<file path="src/rtl/pipelined_control_unit.sv">
// pipelined_control_unit
//
// Control path for a 5-stage RV32I pipeline. It decodes the instruction sitting in
// ID, carries the resulting control bundle through the ID/EX, EX/MEM and MEM/WB
// registers, detects load-use hazards and inserts bubbles on a hazard or EX flush.
//
// Ports
//   clk, rst          rising-edge clock, asynchronous active-high reset
//   instr_i           ID-stage instruction (bits [31:0] decoded)
//   stall_i           freeze every stage register
//   flush_ex_i        squash the instruction about to enter EX
//   ImmSrc_d_o        immediate format for the ID extender
//                     (000 I, 001 S, 010 B, 011 J, 100 U)
//   hazard_stall_o    load-use stall request to PC / IF-ID
//   *_e_o             EX-stage control fields
//   *_m_o             MEM-stage control fields
//   *_w_o             WB-stage control fields
module pipelined_control_unit #(
    parameter int INSTR_WIDTH    = 32,
    parameter int ALUCTRL_WIDTH  = 4,
    parameter int REG_ADDR_WIDTH = 5
) (
    input  logic                      clk,
    input  logic                      rst,
    input  logic [INSTR_WIDTH-1:0]    instr_i,
    input  logic                      stall_i,
    input  logic                      flush_ex_i,
    output logic [2:0]                ImmSrc_d_o,
    output logic                      hazard_stall_o,
    output logic [ALUCTRL_WIDTH-1:0]  ALUControl_e_o,
    output logic                      ALUSrc_e_o,
    output logic                      Branch_e_o,
    output logic                      Jump_e_o,
    output logic                      PCSrcReg_e_o,
    output logic [2:0]                func3_e_o,
    output logic [REG_ADDR_WIDTH-1:0] rd_e_o,
    output logic                      illegal_e_o,
    output logic                      MemWrite_m_o,
    output logic                      ByteOp_m_o,
    output logic                      RegWrite_m_o,
    output logic [REG_ADDR_WIDTH-1:0] rd_m_o,
    output logic                      RegWrite_w_o,
    output logic [1:0]                ResultSrc_w_o,
    output logic [REG_ADDR_WIDTH-1:0] rd_w_o
);

    localparam logic [6:0] OP_R      = 7'b0110011;
    localparam logic [6:0] OP_I_ALU  = 7'b0010011;
    localparam logic [6:0] OP_LOAD   = 7'b0000011;
    localparam logic [6:0] OP_STORE  = 7'b0100011;
    localparam logic [6:0] OP_BRANCH = 7'b1100011;
    localparam logic [6:0] OP_JAL    = 7'b1101111;
    localparam logic [6:0] OP_JALR   = 7'b1100111;
    localparam logic [6:0] OP_LUI    = 7'b0110111;

    localparam logic [2:0] IMM_I = 3'b000;
    localparam logic [2:0] IMM_S = 3'b001;
    localparam logic [2:0] IMM_B = 3'b010;
    localparam logic [2:0] IMM_J = 3'b011;
    localparam logic [2:0] IMM_U = 3'b100;

    localparam logic [3:0] ALU_ADD   = 4'b0000;
    localparam logic [3:0] ALU_SUB   = 4'b0001;
    localparam logic [3:0] ALU_AND   = 4'b0010;
    localparam logic [3:0] ALU_OR    = 4'b0011;
    localparam logic [3:0] ALU_XOR   = 4'b0100;
    localparam logic [3:0] ALU_SLT   = 4'b0101;
    localparam logic [3:0] ALU_SLL   = 4'b0110;
    localparam logic [3:0] ALU_SRL   = 4'b0111;
    localparam logic [3:0] ALU_SRA   = 4'b1000;
    localparam logic [3:0] ALU_SLTU  = 4'b1001;
    localparam logic [3:0] ALU_PASSB = 4'b1010;

    localparam logic [1:0] RES_ALU = 2'b00;
    localparam logic [1:0] RES_MEM = 2'b01;
    localparam logic [1:0] RES_PC4 = 2'b10;

    // An all-zero value of any bundle is a bubble.
    typedef struct packed {
        logic [ALUCTRL_WIDTH-1:0]  alu_ctrl;
        logic                      alu_src;
        logic                      branch;
        logic                      jump;
        logic                      pc_src_reg;
        logic [2:0]                func3;
        logic [REG_ADDR_WIDTH-1:0] rd;
        logic                      illegal;
        logic                      mem_write;
        logic                      byte_op;
        logic                      reg_write;
        logic [1:0]                result_src;
    } ex_bundle_t;

    typedef struct packed {
        logic                      mem_write;
        logic                      byte_op;
        logic                      reg_write;
        logic [1:0]                result_src;
        logic [REG_ADDR_WIDTH-1:0] rd;
    } mem_bundle_t;

    typedef struct packed {
        logic                      reg_write;
        logic [1:0]                result_src;
        logic [REG_ADDR_WIDTH-1:0] rd;
    } wb_bundle_t;

    logic [6:0] opcode;
    logic [4:0] rd_field;
    logic [4:0] rs1_field;
    logic [4:0] rs2_field;
    logic [2:0] func3_field;
    logic       bit30;

    assign opcode      = instr_i[6:0];
    assign rd_field    = instr_i[11:7];
    assign func3_field = instr_i[14:12];
    assign rs1_field   = instr_i[19:15];
    assign rs2_field   = instr_i[24:20];
    assign bit30       = instr_i[30];

    // Immediate bits are consumed by the datapath extender, not here.
    logic unused_instr_bits;
    assign unused_instr_bits = ^instr_i;

    // SUB exists only for register-register ops; SRA/SRAI share bit 30 in both forms.
    function automatic logic [3:0] alu_from_func(input logic [2:0] f3, input logic b30,
                                                  input logic is_r);
        logic [3:0] op;
        case (f3)
            3'b000:  op = (is_r && b30) ? ALU_SUB : ALU_ADD;
            3'b001:  op = ALU_SLL;
            3'b010:  op = ALU_SLT;
            3'b011:  op = ALU_SLTU;
            3'b100:  op = ALU_XOR;
            3'b101:  op = b30 ? ALU_SRA : ALU_SRL;
            3'b110:  op = ALU_OR;
            default: op = ALU_AND;
        endcase
        return op;
    endfunction

    ex_bundle_t  dec;
    logic [2:0]  imm_src;
    logic        rs1_used;
    logic        rs2_used;
    logic [3:0]  alu_op;

    always_comb begin
        dec        = '0;
        imm_src    = IMM_I;
        rs1_used   = 1'b0;
        rs2_used   = 1'b0;
        alu_op     = ALU_ADD;
        dec.func3  = func3_field;
        case (opcode)
            OP_R: begin
                dec.reg_write = 1'b1;
                alu_op        = alu_from_func(func3_field, bit30, 1'b1);
                rs1_used      = 1'b1;
                rs2_used      = 1'b1;
            end
            OP_I_ALU: begin
                dec.reg_write = 1'b1;
                dec.alu_src   = 1'b1;
                alu_op        = alu_from_func(func3_field, bit30, 1'b0);
                rs1_used      = 1'b1;
            end
            OP_LOAD: begin
                dec.reg_write  = 1'b1;
                dec.alu_src    = 1'b1;
                dec.result_src = RES_MEM;
                dec.byte_op    = (func3_field == 3'b000);
                rs1_used       = 1'b1;
            end
            OP_STORE: begin
                imm_src       = IMM_S;
                dec.mem_write = 1'b1;
                dec.alu_src   = 1'b1;
                dec.byte_op   = (func3_field == 3'b000);
                rs1_used      = 1'b1;
                rs2_used      = 1'b1;
            end
            OP_BRANCH: begin
                imm_src    = IMM_B;
                dec.branch = 1'b1;
                alu_op     = ALU_SUB;
                rs1_used   = 1'b1;
                rs2_used   = 1'b1;
            end
            OP_JAL: begin
                imm_src        = IMM_J;
                dec.jump       = 1'b1;
                dec.reg_write  = 1'b1;
                dec.result_src = RES_PC4;
            end
            OP_JALR: begin
                dec.jump       = 1'b1;
                dec.pc_src_reg = 1'b1;
                dec.alu_src    = 1'b1;
                dec.reg_write  = 1'b1;
                dec.result_src = RES_PC4;
                rs1_used       = 1'b1;
            end
            OP_LUI: begin
                imm_src       = IMM_U;
                dec.alu_src   = 1'b1;
                dec.reg_write = 1'b1;
                alu_op        = ALU_PASSB;
            end
            default: begin
                dec.illegal = 1'b1;
                dec.func3   = 3'b000;
            end
        endcase
        dec.alu_ctrl = ALUCTRL_WIDTH'(alu_op);
        // x0 is never written; rd is only carried for instructions that write it,
        // so a load to x0 can never look like a hazard source.
        if (rd_field == 5'd0) begin
            dec.reg_write = 1'b0;
        end
        dec.rd = dec.reg_write ? REG_ADDR_WIDTH'(rd_field) : '0;
    end

    ex_bundle_t  ex_q,  ex_d;
    mem_bundle_t mem_q, mem_d;
    wb_bundle_t  wb_q,  wb_d;

    // A bubble has result_src 00, so result_src==01 already implies a valid load in EX.
    logic rs1_hit;
    logic rs2_hit;
    logic raw;

    assign rs1_hit = rs1_used && (REG_ADDR_WIDTH'(rs1_field) == ex_q.rd);
    assign rs2_hit = rs2_used && (REG_ADDR_WIDTH'(rs2_field) == ex_q.rd);
    assign raw     = (ex_q.result_src == RES_MEM) && (ex_q.rd != '0) && (rs1_hit || rs2_hit);

    always_comb begin
        ex_d  = ex_q;
        mem_d = mem_q;
        wb_d  = wb_q;
        if (!stall_i) begin
            ex_d  = (flush_ex_i || raw) ? '0 : dec;
            mem_d = '{mem_write:  ex_q.mem_write,
                      byte_op:    ex_q.byte_op,
                      reg_write:  ex_q.reg_write,
                      result_src: ex_q.result_src,
                      rd:         ex_q.rd};
            wb_d  = '{reg_write:  mem_q.reg_write,
                      result_src: mem_q.result_src,
                      rd:         mem_q.rd};
        end
    end

    always_ff @(posedge clk or posedge rst) begin
        if (rst) begin
            ex_q  <= '0;
            mem_q <= '0;
            wb_q  <= '0;
        end else begin
            ex_q  <= ex_d;
            mem_q <= mem_d;
            wb_q  <= wb_d;
        end
    end

    assign ImmSrc_d_o     = imm_src;
    // A flushed ID instruction is squashed anyway, so there is nothing to stall for.
    assign hazard_stall_o = raw && !flush_ex_i;

    assign ALUControl_e_o = ex_q.alu_ctrl;
    assign ALUSrc_e_o     = ex_q.alu_src;
    assign Branch_e_o     = ex_q.branch;
    assign Jump_e_o       = ex_q.jump;
    assign PCSrcReg_e_o   = ex_q.pc_src_reg;
    assign func3_e_o      = ex_q.func3;
    assign rd_e_o         = ex_q.rd;
    assign illegal_e_o    = ex_q.illegal;

    assign MemWrite_m_o   = mem_q.mem_write;
    assign ByteOp_m_o     = mem_q.byte_op;
    assign RegWrite_m_o   = mem_q.reg_write;
    assign rd_m_o         = mem_q.rd;

    assign RegWrite_w_o   = wb_q.reg_write;
    assign ResultSrc_w_o  = wb_q.result_src;
    assign rd_w_o         = wb_q.rd;

endmodule

</file>
<file path="config.mk">
export PLATFORM = sky130hd
export DESIGN_NAME = pipelined_control_unit
export DESIGN_NICKNAME = d
export VERILOG_FILES = /design/src/rtl/pipelined_control_unit.sv
export SDC_FILE = /design/constraint.sdc
export NUM_CORES = 1
export LEC_CHECK = 0
export ABC_AREA = 0
export CORE_ASPECT_RATIO = 1.25
export CORE_MARGIN = 10
export CORE_UTILIZATION = 41
export CTS_BUF_LIST = sky130_fd_sc_hd__clkbuf_16
export DETAILED_ROUTE_END_ITERATION = 10
export GPL_TIMING_DRIVEN = 0
export HOLD_SLACK_MARGIN = 0.1
export PLACE_DENSITY = 0.76
export RECOVER_POWER = 25
export SYNTH_ARGS = -nofsm -noshare
export SYNTH_HDL_FRONTEND = slang
export SYNTH_SLANG_ARGS = --single-unit
</file>
<file path="constraint.sdc">
create_clock -name clk -period 2 [get_ports clk]
set_input_delay 0.4 -clock clk [delete_from_list [all_inputs] [get_ports clk]]
set_output_delay 0.4 -clock clk [all_outputs]
set_load 0.005 [all_outputs]
</file>
==> metrics.yaml <==
status:
  status: "finished, violations left"
  violations: "negative setup slack"
synth:
  synth_edf_count: 0
  synth_top_area_share: 0.463
  ys_ff_latch: 40
  syn_area_um2: 2160
  synth_nets: 257
  ys_types: 38
  postSynthAreaPerCell_um2: 9.79
  yosysTopAreaCell: "dfrtp_1"
  ys_warn_count: 0
  synthTopCellsByArea: "dfrtp_1 (46%), mux2_2 (9.4%), buf_4 (5.9%)"
  async_reset_ff_frac: 1.00
  ys_seq_area_frac: 0.463
  synth_flop_cell: "dfrtp_1"
  syn_inst: 221
power_and_ir_drop:
  power_leakage_uw: 0.00144
  pwr-share-seq: 0.464
  intPower_uw: 1380
  power.density_nw_per_um2: 568
  clockPowerShare: 0.408
  p_comb_frac: 0.128
  switching_share: 0.226
  irDropWorstVdd_mv: 0.304
  power_uw: 1790
  power_switching_uw: 404
finish:
  layoutNonFillerInstCount: 363
  drive_above_1_share: 0.266
  antennaDiodeCount: 0
  area_growth_syn_to_layout_pct: 45.2
  utilization: 0.618
  nNetsFinal: 337
placed_design:
  gp_congestion: 0.839
  io_buffers: 61
  dp_hpwl_um: 4310
  dp.cells: 344
clocking:
  cts_sinks: 40
  cts_tree: "built"
  path_clk_slew_ns: 0.06
  clk_path_buf_depth: 2
  clock_latency_ns: 0.28
  cts_root_buf: "clkbuf_16"
  numCtsBuffers: 5
  h-tree-depth: 2
global_route:
  grt_max_degree: 41
  grt_pass1_wl_um: 9840
  grt_pass1_vias: 2005
  grt_antenna_before_repair: 0
  gr-usage-all-layers: 0.138
  gr-total-overflow: 0
drt:
  ant_nets: 0
  drc: 0
  viasPerCell: 5.17
  wl_um: 5910
  routedWlPerCell_um: 16.3
  dr.pass1.iters: 4
  drt-initial-drc-count: 42
  vias: 1876
floorplan:
  die_area_um2: 8600
  coreArea_um2: 5080
  io_pins: 73
  die_y_um: 101
  initial_utilization: 0.426
  core.rowCount: 29
  die_w_um: 85.0
sta:
  setup_violations: 1
  worst_slack_ns: -0.345
  fin_crit_sh: 1.17
  hold_viol: 0
  rsz0062_at_grt: "true"
  max_clock_freq_mhz: 427
  slew_headroom: 0.457
  min_period_ns: 2.34
  slew_violations: 0
  skew_ns: 0.00519
  tightest_slew_ns: 0.814
critical_path:
  worst-setup-path-type: "primary input to output pin"
  end_kind: "output pin"
  crit_path_start_kind: "primary input"
  cp.arrival_ns: 1.94
  path_max_fanout: 2
  required_ns: 1.60
run:
  drv_cap: 0
hold_path:
  hold_path.class: "flop to flop"
-- placed cells by master, fill, tap and decap left out, drive strengths merged, types with 2 or more instances in the layout --
cell type / Yosys / layout
nand3b: 3 / 3
o41ai: 2 / 2
nor2b: 6 / 6
clkbuf: 10 / 15
a21oi: 9 / 9
nor2: 7 / 7
nor3: 5 / 5
nand2: 28 / 28
nor4: 2 / 2
inv: 2 / 3
or4b: 2 / 2
nand4: 3 / 3
dlygate4sd2: 0 / 9
nand3: 10 / 10
o21ai: 27 / 27
buf: 21 / 35
or4: 3 / 3
xor2: 8 / 8
xnor2: 2 / 2
clkdlybuf4s50: 0 / 47
mux2: 18 / 18
dfrtp: 40 / 40
-- through the flow --
stage	setup TNS [ns]	area, um2	hold slack, ns	setup WS [ns]
2_1_floorplan	0	2160	0.448	0.0336
3_3_place_gp	-16.13	2850	0.469	-1.19
3_5_place_dp	-9.64	2850	0.478	-1.17
4_1_cts	-0.347	3110	0.497	-0.347
5_1_grt	-0.476	3140	0.529	-0.436
6_report	-0.345	3140	0.492	-0.345
-- synth_stat cells, drive strengths merged, types with 3 or more instances --
cell type and count:
mux2 18, nand3b 3, nand4 3, buf 21
dfrtp 40, xor2 8, a21oi 9, nor2 7
nor3 5, clkbuf 10, nor2b 6, o21ai 27
or4 3, nand3 10, nand2 28
-- power by group through the flow --
stage	clock network, uW	registers (uW)	logic [uW]
after floorplan	0	842	107
after global placement	0	843	208
after detailed placement	0	843	210
after CTS	741	829	223
after global routing	781	830	250
final	729	829	228
-- timing repair --
item,4_1_cts,5_1_grt
hold buffers,0,0
cloned,0,0
setup buffers,10,3
resized for setup,38,5
setup endpoints to repair,23,13
pin swaps,6,5
-- layer usage --
metal / wire (um) / vias to the layer above / GRT usage
met5: 0 / - / 0
met4: 105 / 0 / 0.0495
met3: 212 / 6 / 0.0313
met2: 3180 / 48 / 0.249
met1: 2410 / 912 / 0.153
li1: - / 910 / -
-- sequential cells by signal, indices dropped and copies added (netlist names), 2 cells and up --
| signal | count |
|---|---|
| ALUControl_e_o | 4 |
| ResultSrc_w_o | 2 |
| ex_q | 5 |
| func3_e_o | 3 |
| mem_q | 2 |
| rd_e_o | 5 |
| rd_m_o | 5 |
| rd_w_o | 5 |
-- path summary, 6_finish.rpt --
check                             startpoint                end  cells after the start  slack, ns
max reg2reg                        rd_e_o[3]       PCSrcReg_e_o                      5       0.19
min in group asynchronous                rst       func3_e_o[1]                      2       0.74
min                        ALUControl_e_o[2]  ALUControl_e_o[2]                      2       0.49
min reg2reg                ALUControl_e_o[2]  ALUControl_e_o[2]                      2       0.49
max in group asynchronous                rst          rd_e_o[3]                      2       0.69
max                              instr_i[17]     hazard_stall_o                      8      -0.34
-- layout make-up --
type	instances	area, um2
clock buffers	5	125
multi-input cells	148	1020
repair buffers	74	693
flip-flops and latches	40	1010
plain buffers	30	204
clock inverters	2	8.76
well taps	62	77.6
inverters	2	7.51
fillers	409	1940
-- kinds of logic after synthesis --
family,Yosys count,synth area share
simple gates,74,0.182
compound gates,45,0.127
buf+inv,33,0.0891
flops,40,0.463
xor+xnor,10,0.0405
mux,19,0.0983
-- worst max-delay path, stage by stage --
cell             delay, ns
clkdlybuf4s50_1       0.44
xor2_1                0.17
nor4_2                0.25
nand4_1               0.14
a21oi_2               0.19
buf_6                 0.12
nor2b_1               0.11
buf_2                 0.12
(Power assumes the default switching activity.)
